File: config.mk
export PLATFORM = sky130hd
export DESIGN_NAME = ram_bit_seq
export DESIGN_NICKNAME = d
export VERILOG_FILES = /design/src/rtl/ram_bit_seq.sv
export SDC_FILE = /design/constraint.sdc
export NUM_CORES = 1
export LEC_CHECK = 0
export ABC_AREA = 1
export BUFFER_PORTS_ARGS = -buffer_cell sky130_fd_sc_hd__buf_2
export CAP_MARGIN = 0
export CORE_UTILIZATION = 36
export CTS_CLUSTER_SIZE = 14
export DETAILED_ROUTE_END_ITERATION = 6
export GPL_TIMING_DRIVEN = 1
export PLACE_DENSITY_LB_ADDON = 0.15
export SLEW_MARGIN = 20
export SYNTH_ARGS = -nofsm -noshare
export SYNTH_HDL_FRONTEND = slang
export SYNTH_SLANG_ARGS = --single-unit
File: constraint.sdc
create_clock -name clk -period 1.7 [get_ports clk]
set_input_delay 0.17 -clock clk [delete_from_list [all_inputs] [get_ports clk]]
set_output_delay 0.17 -clock clk [all_outputs]
set_load 0.05 [all_outputs]
File: src/rtl/ram_bit_seq.sv
// Command sequencer for the 3-port bit RAM: read two operand bits, compute a
// one-bit result, write it back; also sweeps the whole RAM to zero on request.
//
// state | meaning
// IDLE  | waiting for clr_start or a command; cmd_ready high unless clr_start
// READ  | operand addresses driven, RAM outputs captured at the end
// EXEC  | result driven on port C, single write strobe (none for TST)
// CLEAR | one zero write per cycle, address 0 up to 2**AWIDTH-1
module ram_bit_seq #(
    parameter int AWIDTH = 8
) (
    input  logic              clk,
    input  logic              rst,
    input  logic              cmd_valid,
    output logic              cmd_ready,
    input  logic [2:0]        cmd_op,
    input  logic [AWIDTH-1:0] cmd_addr_a,
    input  logic [AWIDTH-1:0] cmd_addr_b,
    input  logic [AWIDTH-1:0] cmd_addr_d,
    input  logic              clr_start,
    output logic              busy,
    output logic              done,
    output logic              result,
    output logic [AWIDTH-1:0] ram_a_address,
    input  logic              ram_a_out,
    output logic [AWIDTH-1:0] ram_b_address,
    input  logic              ram_b_out,
    output logic [AWIDTH-1:0] ram_c_address,
    output logic              ram_c_data,
    output logic              ram_c_we
);

    typedef enum logic [1:0] {IDLE, READ, EXEC, CLEAR} state_t;

    localparam logic [2:0] OP_MOV = 3'd0;
    localparam logic [2:0] OP_NOT = 3'd1;
    localparam logic [2:0] OP_AND = 3'd2;
    localparam logic [2:0] OP_OR  = 3'd3;
    localparam logic [2:0] OP_XOR = 3'd4;
    localparam logic [2:0] OP_SET = 3'd5;
    localparam logic [2:0] OP_CLR = 3'd6;
    localparam logic [2:0] OP_TST = 3'd7;

    localparam logic [AWIDTH:0] CNT_ONE  = 1;
    localparam logic [AWIDTH:0] CNT_LAST = {1'b0, {AWIDTH{1'b1}}};

    state_t            state_q;
    logic [2:0]        op_q;
    logic [AWIDTH-1:0] addr_a_q;
    logic [AWIDTH-1:0] addr_b_q;
    logic [AWIDTH-1:0] addr_d_q;
    logic [AWIDTH-1:0] c_addr_q;
    logic [AWIDTH:0]   cnt_q;
    logic [AWIDTH:0]   cnt_d;
    logic              opa_q;
    logic              opb_q;
    logic              we_q;
    logic              done_q;
    logic              result_q;
    logic              r_d;

    always_comb begin
        r_d = opa_q;
        case (op_q)
            OP_MOV:  r_d = opa_q;
            OP_NOT:  r_d = ~opa_q;
            OP_AND:  r_d = opa_q & opb_q;
            OP_OR:   r_d = opa_q | opb_q;
            OP_XOR:  r_d = opa_q ^ opb_q;
            OP_SET:  r_d = 1'b1;
            OP_CLR:  r_d = 1'b0;
            default: r_d = opa_q;
        endcase
    end

    assign cnt_d = cnt_q + CNT_ONE;

    always_ff @(posedge clk or posedge rst) begin
        if (rst) begin
            state_q  <= IDLE;
            op_q     <= OP_MOV;
            addr_a_q <= '0;
            addr_b_q <= '0;
            addr_d_q <= '0;
            c_addr_q <= '0;
            cnt_q    <= '0;
            opa_q    <= 1'b0;
            opb_q    <= 1'b0;
            we_q     <= 1'b0;
            done_q   <= 1'b0;
            result_q <= 1'b0;
        end else begin
            done_q <= 1'b0;
            case (state_q)
                IDLE: begin
                    we_q <= 1'b0;
                    if (clr_start) begin
                        state_q  <= CLEAR;
                        cnt_q    <= '0;
                        c_addr_q <= '0;
                        we_q     <= 1'b1;
                    end else if (cmd_valid) begin
                        op_q     <= cmd_op;
                        addr_a_q <= cmd_addr_a;
                        addr_b_q <= cmd_addr_b;
                        addr_d_q <= cmd_addr_d;
                        state_q  <= READ;
                    end
                end
                READ: begin
                    opa_q    <= ram_a_out;
                    opb_q    <= ram_b_out;
                    c_addr_q <= addr_d_q;
                    we_q     <= (op_q != OP_TST);
                    state_q  <= EXEC;
                end
                EXEC: begin
                    result_q <= r_d;
                    done_q   <= 1'b1;
                    we_q     <= 1'b0;
                    state_q  <= IDLE;
                end
                CLEAR: begin
                    // Exit only after the last address has been written.
                    cnt_q    <= cnt_d;
                    c_addr_q <= cnt_d[AWIDTH-1:0];
                    if (cnt_q == CNT_LAST) begin
                        we_q    <= 1'b0;
                        done_q  <= 1'b1;
                        state_q <= IDLE;
                    end
                end
                default: state_q <= IDLE;
            endcase
        end
    end

    assign cmd_ready     = (state_q == IDLE) && !clr_start;
    assign busy          = (state_q != IDLE);
    assign done          = done_q;
    assign result        = result_q;
    assign ram_a_address = addr_a_q;
    assign ram_b_address = addr_b_q;
    assign ram_c_address = c_addr_q;
    assign ram_c_data    = (state_q == EXEC) ? r_d : 1'b0;
    assign ram_c_we      = we_q;

endmodule

# [Word level (Yosys, flattened, before mapping)]
# Cells that the tools add are included.
[totals] reg_bits=51 in_bits=33 output_inout_bits=30 elab_cells=57
[classes] add_sub_neg=1 eq_ne=14 muxes=15 bitwise_logic=5 reduce_logical=10
[op_table] op="8-bit one-hot mux with 3 select lines" n=1
[op_table] op="9-bit one-hot mux with 2 select lines" n=1
[op_table] op="9-bit by 1-bit adder with 9-bit output, second input constant" n=1
[op_table] op="3-bit == test, second input constant" n=3
[op_table] op="9-bit by 8-bit == test with 1-bit output, second input constant" n=1
[op_table] op="9-bit two-way mux" n=1
[op_table] op="8-bit two-way mux" n=1
[op_table] op="2-bit one-hot mux with 4 select lines" n=1
[op_table] op="3-bit by 2-bit == test with 1-bit output, second input constant" n=2
[op_table] op="2-bit two-way mux" n=3
[op_table] op="3-bit inequality test, second input constant" n=2
[op_table] op="1-bit one-hot mux with 6 select lines" n=1
[op_table] op="2-bit AND reduction" n=3
[op_table] op="2-bit == test, second input constant" n=2
[op_table] op="1-bit two-way mux" n=4
[op_table] op="2-bit inequality test, second input constant" n=2
[op_table] op="1-bit one-hot mux with 4 select lines" n=1
[op_table] op="2-bit nonzero test" n=2
[op_table] op="3-bit by 1-bit == test with 1-bit output, second input constant" n=1
[op_table] op="3-bit AND reduction" n=1
[op_table] op="3-bit nonzero test" n=1
[op_table] op="2-bit by 1-bit == test with 1-bit output, second input constant" n=1
[op_table] op="2-bit logical NOT" n=1
[op_table] op="1-bit NOT" n=2
[op_table] op="other kinds (6)" n=6

# [Logic depth before layout (Yosys ltp)]
# Gate-level depths: netlist of the first run.
[logic_depth] depth_word=3 depth_mapped=9 ltp_nobuf=9

# [Least setup slack after synthesis of the first run]
# OpenSTA, ideal clock, no wires.
[synth_path] kind="reg-to-output" from="reg opa_q" to="out ram_c_data" arrival_time_ns=1.306 slack_ns=0.224 stages_incl_launch_ff=9 path_buffers=0 cell_sequence="dfrtp_1 -> inv_1 -> ha_1 -> inv_1 -> a21oi_1 -> o21ai_0 -> nand2_1 -> nand2_1 -> inv_1"
[synth_via] elab_chain_cells=3
[synth_rtl] element="start: declaration" line_no="55" source="logic opa_q;"
[synth_rtl] element="start signal: assignment" line_no="111" source="opa_q <= ram_a_out;"
[synth_rtl] element="1-bit bitwise XOR (tied with other cells)" line_no="69" source="OP_XOR: r_d = opa_q ^ opb_q;"
[synth_rtl] element="1-bit one-hot mux with 6 select lines (*)" line_no="64" source="case (op_q)"
[synth_rtl] element="1-bit two-way mux (*)" line_no="145" source="assign ram_c_data = (state_q == EXEC) ? r_d : 1'b0;"
[synth_rtl] element="end: declaration" line_no="29" source="output logic ram_c_data,"
# Mark *: on every way between the ends. The rest lies on a longest branch, timed or not.

# [Worst setup path after layout of the first run]
# Ends and elaborated chain as after synthesis.

==> results.md, run 1 <==
- The clock transition at the register clock pins on the worst setup and hold paths after CTS is 100 ps.
- Input and output buffers added on the ports amount to 62.
- The detail route stage leaves a number of antenna-violating nets equal to 0.
- The number of DRC markers after the initial detailed-route iteration is 108.
- The initial antenna violation count is 0.
- TritonCTS created 5 clock buffers.
- Setup repair after global routing could not meet its margin everywhere.
- The max-slew headroom at the worst pin is 0.7056.
- The deepest clock path buffer count is 2.
- CTS built an H-tree with a depth of 2.
- The routed length on met2 is 2339 um.
- The aggregate routed wire length is 5225 um.
- The top-level I/O count is 63.
- The minimum clock period is 1709 ps.
- Across every metal layer, demand over resource in global routing totals 0.1568.
- Counting every net in the synthesized netlist gives 308.
- Measured along the x axis, the die boundary spans 84.16 um.
- The met3 wire length is 301 um.
- STA classifies the critical path endpoint as a primary output.
- The smallest setup slack after layout is -9.275 ps.
- The number of flops mapped to enable cells by yosys is 0.
- The data required time of the worst path is 1530 ps.
- The startpoint of the worst setup timing path is opa_q.
- The standby leakage power is 1.572 nW.
- Static timing analysis puts the maximum clock frequency at 585.0 MHz.
- After the last flow step, the layout net total stands at 375.
- The worst register-to-register path begins at state_q[0].
- The cell count after synthesis is 271.
- Entering global routing, the biggest net connects 36 pins.
- The worst setup path is launched from a flip-flop.
- Of all nets on the critical path, the largest fanout is 3.
- The number of global-route vias before repair is 1,870.
- The number of sinks on the clock net is 51.
- The insertion delay of the later-clocked pin in the worst-skew pair is 310 ps.
- The total of warnings raised by yosys is 0.
- Setup violations remaining at the end of the flow were counted as 1.
- In the post-synthesis netlist, the biggest area contributors are dfrtp_1 (53%), nand2_1 (16%), nand3_2 (7.8%).
- Of the synthesized area, sequential elements account for 0.5252.
- The number of design rule violations left after detail routing is 4.
- Max-cap violations in this run came to 0.
- The core region area is 6422 um2.
- The commonest cells after synthesis are nand2_1 (106), dfrtp_1 (51), nand3_1 (25).
- The first-pass GRT wire length is 8756 um.
- The final reports fail on DRC, setup timing.
- At the pin with the least slew margin, the transition time is 441.7 ps.
- The data arrival time of the worst path is 1540 ps.
- The initial cell density of the core is 0.3783.
- The initialized floorplan defines 29 standard-cell rows.
- The die extent in y is 84.16 um.
- The total power density per cell area is 723.0 nW/um2.
- The finished cells cover 2937 um2.
- The total overflow left after global routing is 0.
- The final-report max-slew violation count is 0.
- The portion of synthesized cell area occupied by the leading cell type is 0.5252.
- The via count is 1,928.
- The total half-perimeter wirelength after legalization and detailed placement is 3729 um.
- The routed metal-1 wire length is 2479 um.
- Routed signal wires occupy layers up through met4.
- The post-detailed-route wirelength per cell is 12.56 um.
- The area growth from synthesis to layout is 20.85%.
- The cell accounting for the most synthesized area is dfrtp_1.
- The worst supply voltage drop on vdd is 0.0003520 V.
- CTS placed an instance of clkbuf_8 at the clock tree root.
- Of the cells placed in the final design, the portion with a size suffix greater than 1 is 0.3127.
- The number of antenna repair diodes is 0.
- The post-synthesis async set-or-reset flop share is 1.000.
- At the end of the flow the core is filled with cells to 0.4572.
- For the final database, setup skew stands at 13.71 ps.
- The number of hold-slack violations in the final timing report is 0.
- The worst hold path begins at ram_b_out.
- TritonCTS built the clock tree.
- The path class of the tightest hold or removal check is input pin to flip-flop.
- Yosys mapped the design onto 23 distinct sky130hd cell types.
- The area of the mapped netlist is 2430 um2.
- The critical path class is flip-flop to primary output.
- The total iterations of the first detailed-routing run is 6.
- In the routed layout, each cell is associated on average with a via count of 4.635.
- The post-placement cell area is 2776 um2.
- Synthesis inferred 51 register bits.
- The die covers 7082 um2.
- Routability-driven placement finished with a final weighted congestion of 0.7468.
- In the synthesized netlist the dominant register cell turns out to be dfrtp_1.
- The most common cell in the synthesized netlist is nand2_1.
- Each instance of the synthesized netlist takes up on average 8.966 um2.
- The flow ran to the end, but the final reports show violations.
- The post-route fraction of the period consumed by the critical path is 1.005.
==> per-stage QoR <==
step	instances	setup TNS, ps	power (mW)	worst slack [ps]	hold slack (ps)
floorplan	271	0	1.388	224.1	291.0
CTS	415	-33.25	2.163	-33.25	57.59
detailed placement	404	0	1.468	171.2	180.9
global placement	404	0	1.465	185.1	178.1
finish	416	-9.275	2.123	-9.275	76.54
global route	416	-140.9	2.218	-140.9	77.27
==> repair_timing <==
action / 4_1_cts / 5_1_grt
hold buffers: 1 / 0
setup endpoints to repair: 2 / 2
resized for setup: 10 / 4
pin swaps: 4 / 5
setup buffers: 2 / 1
hold endpoints to repair: 16 / 0
==> cells in the final DEF, fill, tap and decap left out, types with 2 or more instances in the layout <==
cell / Yosys / final
clkbuf_8: 1 / 5
ha_1: 4 / 3
nand2_1: 106 / 106
nand3_2: 19 / 20
nand3_1: 25 / 24
buf_4: 0 / 3
nor2_1: 9 / 9
o21ai_0: 12 / 11
inv_2: 1 / 4
buf_2: 1 / 60
dfrtp_1: 51 / 51
buf_6: 4 / 2
a21oi_1: 3 / 2
buf_12: 3 / 3
inv_1: 23 / 20
clkbuf_1: 1 / 2
==> power by group <==
| group | internal (mW) | switching (mW) | total, mW |
|---|---|---|---|
| sequential | 1.24 | 0.0162 | 1.25 |
| clock | 0.290 | 0.391 | 0.681 |
| combinational | 0.0604 | 0.129 | 0.190 |
==> critical path, stage by stage (launching register included) <==
cell	delay [ps]
dfrtp_1	390
inv_2	70
ha_4	260
inv_2	30
a21oi_2	90
o21ai_1	60
nand2_1	60
nand2_1	60
inv_1	70
buf_6	150
==> path summary, 6_finish.rpt <==
path,to,slack (ps),depth (start not counted)
min,opb_q,80,3
max,ram_c_data,-9,9
min in group asynchronous,ram_b_address[1],390,3
max in group asynchronous,ram_c_address[2],790,4
max reg2reg,cnt_q[2],190,6
min reg2reg,ram_a_address[3],480,2
==> registers in the layout, summed over array words and instances (netlist names) <==
signal	count
cnt_q	9
addr_d_q	8
ram_a_address	8
ram_b_address	8
ram_c_address	8
op_q	3
state_q	2
done	1
opa_q	1
opb_q	1
ram_c_we	1
result	1
==> final cells by class <==
| cell class | count | area (um2) |
|---|---|---|
| clock buffers | 7 | 76.32 |
| clock inverters | 1 | 5.005 |
| fillers | 667 | 3486 |
| inverters | 25 | 101.3 |
| multi-input cells | 185 | 950.9 |
| flip-flops and latches | 51 | 1276 |
| well taps | 77 | 96.34 |
| repair buffers | 70 | 430.4 |
==> per-layer routing <==
layer  vias up  GRT usage
met3        11    0.04425
met4         0    0.06113
li1        986          -
met1       878     0.2109
met2        53     0.2407
met5         -          0
==> cell families (layout without fill, tap and decap cells) <==
family | after synthesis | count (layout) | share of synthesized area
fa+ha+maj | 4 | 4 | 0.02060
simple gates | 162 | 162 | 0.3182
buf+inv | 35 | 103 | 0.09217
xor+xnor | 1 | 1 | 0.003605
flops | 51 | 51 | 0.5252
compound gates | 18 | 18 | 0.04017
No activity file was read; power rests on OpenSTA's default activity.
==> inputs of run 2 (changes only) <==
--- a/config.mk
+++ b/config.mk
@@ -13,4 +13,5 @@
 export DETAILED_ROUTE_END_ITERATION = 6
 export GPL_TIMING_DRIVEN = 1
+export MAX_ROUTING_LAYER = met4
 export PLACE_DENSITY_LB_ADDON = 0.15
 export SLEW_MARGIN = 20
==> constraint.sdc (replaced) <==
create_clock -name clk -period 1.8 [get_ports clk]
set_input_delay 0.27 -clock clk [delete_from_list [all_inputs] [get_ports clk]]
set_output_delay 0.27 -clock clk [all_outputs]
set_load 0.05 [all_outputs]
==> run 2 against run 1 <==
Net effect:
- the flow still finishes with violations (DRC, setup timing)
- global-route usage is 0.41 points higher
- wire length is 1.1% lower
- cell count is 0.48% lower
- setup slack worse by 2.2 ps
- largest power group unchanged
==> results.md, run 2 (same netlist as run 1, synthesis figures left out) <==
- The depth of the CTS H-tree is 2 (unchanged).
- The number of cells in the design after placement was 404 (unchanged).
- The critical register-to-register path endpoint is state_q[1] (was cnt_q[2]).
- Most frequent cells in the layout: nand2_1 (105), buf_2 (60), dfrtp_1 (51), nand3_1 (25), nand3_2 (19) (was nand2_1 (106), buf_2 (60), dfrtp_1 (51), nand3_1 (24)).
- The critical path class is flip-flop to primary output (unchanged).
- The insertion delay of the later-clocked pin in the worst-skew pair came to 300 ps (was 310 ps).
- The die extent in y is 84.16 um (unchanged).
- The largest net degree at the start of global routing came to 36 (unchanged).
- The clock transition at the register clock pins on the worst setup and hold paths after CTS is 80 ps (was 100 ps).
- The count of input and output buffers came to 62 (unchanged).
- The full die area is 7082 um2 (unchanged).
- The data required time of the worst path is 1530 ps (about the same).
- The peak per-stage delay on the critical path is 390 ps (about the same).
- The maximum clock skew at final layout is 9.431 ps (was 13.71 ps).
- The number of global-route vias before repair came to 1,797 (was 1,870).
- The via count is 1,930 (was 1,928).
- The smallest setup slack after layout was -11.52 ps (was -9.275 ps).
- The largest fanout on the critical path is 3 (unchanged).
- The path category of the worst min-delay check is input pin to flip-flop (unchanged).
- The top register by number of flip-flops is cnt_q (unchanged).
- The number of sinks on the clock net is 51 (unchanged).
- The final-report max-slew violation count is 0 (unchanged).
- The synthesis-to-layout area growth came to 20.60% (was 20.85%).
- The total design power was 2.184 mW (was 2.123 mW).
- The minimum clock period is 1812 ps.
- The max-slew headroom at the worst pin is 0.7020 (was 0.7056).
- The combined buffer and inverter count along the critical path is 4 (unchanged).
- The slew at the pin with the worst max-slew slack is 446.5 ps (was 441.7 ps).
- The overall overflow remaining after global route is 0 (unchanged).
- The total clock buffers created by CTS came to 5 (unchanged).
- The number of design rule violations left after detail routing came to 5 (was 4).
- The max capacitance violation total is 0 (unchanged).
- Of the available clock period, the critical path in the final layout requires 1.006.
- The number of antenna repair diodes is 0 (unchanged).
- The global-route total usage across every layer is 0.1609 (was 0.1568).
- The startpoint of the worst setup timing path is opa_q (unchanged).
- The global routing usage on met1 came to 0.2224 (was 0.2109).
- The number of DRC markers after the initial detailed-route iteration came to 115 (was 108).
- The first-pass GRT wire length is 8714 um (was 8756 um).
- Cells along the critical path: inv_2 > ha_4 > inv_2 > a21oi_2 > o21ai_1 > nand2_1 > nand2_2 > inv_2 > buf_8 (was inv_2 > ha_4 > inv_2 > a21oi_2 > o21ai_1 > nand2_1 > nand2_1 > inv_1 > buf_6).
- The logic depth of the worst setup path including buffers is 9 (unchanged).
- The most frequent cell on the critical path is inv_2.
- The top-level I/O count is 63 (unchanged).
- The width of the chip came to 84.16 um (unchanged).
- The fraction of final layout cells sized beyond drive strength 1 is 0.3205 (was 0.3127).
- The core region area is 6422 um2 (unchanged).
- The setup total negative slack is -11.52 ps (was -9.275 ps).
- RSZ-0062 raised after global routing: yes (unchanged).
- The routability congestion estimate from global placement was 0.7361 (was 0.7468).
- Timing would allow up to 552.0 MHz.
- The aggregate routed wire length came to 5169 um (was 5225 um).
- The initial antenna violation count is 0 (unchanged).
- The most common cell after layout, fill and taps aside is nand2_1 (unchanged).
- The total half-perimeter wirelength after legalization and detailed placement is 3663 um (was 3729 um).
- The number of flip-flops under the largest register name is 9 (unchanged).
- The beginning of the worst register-to-register path is cnt_q[1] (was state_q[0]).
- The root buffer selected by CTS is clkbuf_8 (unchanged).
- The net count reported at finish is 373 (was 375).
- The number of hold-slack violations in the final timing report came to 0 (unchanged).
- The deepest clock path buffer count is 2 (unchanged).
- The CTS tree is built (unchanged).
- Violations in the final reports: DRC, setup timing (unchanged).
- The type of destination of the critical path is a primary output (unchanged).
- The global-route layer with the greatest usage is met2 (unchanged).
- The post-placement cell area is 2751 um2 (was 2776 um2).
- The total power density per cell area came to 745.4 nW/um2 (was 723.0 nW/um2).
- The met3 routing resource usage after global routing came to 0.04326 (was 0.04425).
- The number of cell rows came to 29 (unchanged).
- The cell with the biggest individual delay on the critical path is dfrtp_1 (unchanged).
- The setup violation total in the final timing report came to 1 (unchanged).
- The final antenna-violating net count came to 0 (unchanged).
- The worst supply voltage drop on vdd is 0.0003374 V (was 0.0003520 V).
- The number of non-filler instances in the completed layout is 414 (was 416).
- The final hold slack is 183.5 ps (was 76.54 ps).
- The data arrival time of the worst path is 1540 ps (about the same).
- The initial cell density of the core was 0.3783 (unchanged).
- The final-layout fill cell count was 653 (was 667).
- The worst setup path endpoint is ram_c_data (unchanged).
- The sort of element at the start of the critical path is a flip-flop (unchanged).
- The post-detailed-route wirelength per cell is 12.49 um (was 12.56 um).
- The total iterations of the first detailed-routing run is 6 (unchanged).
- The global routing usage on met2 is 0.2295 (was 0.2407).
- The final standard cell area without fillers was 2930 um2 (was 2937 um2).
- The detail-routed via count per cell is 4.662 (was 4.635).
- The worst-case register-to-register setup slack is 270 ps (was 190 ps).
- Result of the run: finished, violations left (unchanged).
- The length in cells of the worst reg-to-reg path is 9 (was 6).
- The category of cells accounting for the largest share of critical-path delay is flip-flops (unchanged).
- The standby leakage power is 1.568 nW (was 1.572 nW).
run 2: what timing repair did:
| item | CTS | global route |
|---|---|---|
| pin swaps | 1 | 3 |
| hold buffers | 1 | 0 |
| endpoints found under the setup margin | 2 | 2 |
| gates resized for setup | 5 | 10 |
| buffers inserted | 0 | 1 |
| endpoints found under the hold margin | 16 | 0 |
run 2: stage by stage:
| stage | util | setup WS [ps] |
|---|---|---|
| 5_1_grt | 0.4563 | -128.8 |
| 3_5_place_dp | 0.4284 | 174.0 |
| 4_1_cts | 0.4496 | -45.88 |
| 6_report | 0.4563 | -11.52 |
| 2_1_floorplan | - | 224.1 |
| 3_3_place_gp | 0.4284 | 187.2 |
run 2: metal layers:
metal | vias to the layer above | part of all wire
met5 | - | 0
met1 | 897 | 0.50
met2 | 45 | 0.44
met4 | 0 | 0.013
li1 | 981 | -
met3 | 7 | 0.051
run 2: layout make-up:
type | count | area, um2 | area share
Clock inverter | 2 | 35.03 | 0.01196
Inverter | 25 | 96.34 | 0.03288
Clock buffer | 6 | 82.58 | 0.02818
Sequential cell | 51 | 1276 | 0.4355
Multi-Input combinational cell | 185 | 953.4 | 0.3254
Timing Repair Buffer | 68 | 390.4 | 0.1332
Tap cell | 77 | 96.34 | 0.03288
run 2: worst min path at each step:
stage             startpoint               end  slack (ps)  cells after the start
6_report           ram_b_out             opb_q         180                      3
3_5_place_dp             rst  ram_b_address[0]         280                      2
2_1_floorplan      ram_a_out             opa_q         390                      2
3_3_place_gp             rst  ram_b_address[0]         280                      2
4_1_cts        cmd_addr_b[7]  ram_b_address[7]         170                      3
5_1_grt        cmd_addr_a[6]  ram_a_address[6]         180                      3
run 2: worst min-delay path, stage by stage:
cell	delay [ps]
buf_2	80
nand2_1	40
o21ai_0	60
run 2: power breakdown:
group,internal (mW),switching (mW),leakage (nW)
Clock,0.450,0.376,0.0612
Sequential,1.17,0.0151,0.642
Combinational,0.0541,0.122,0.864
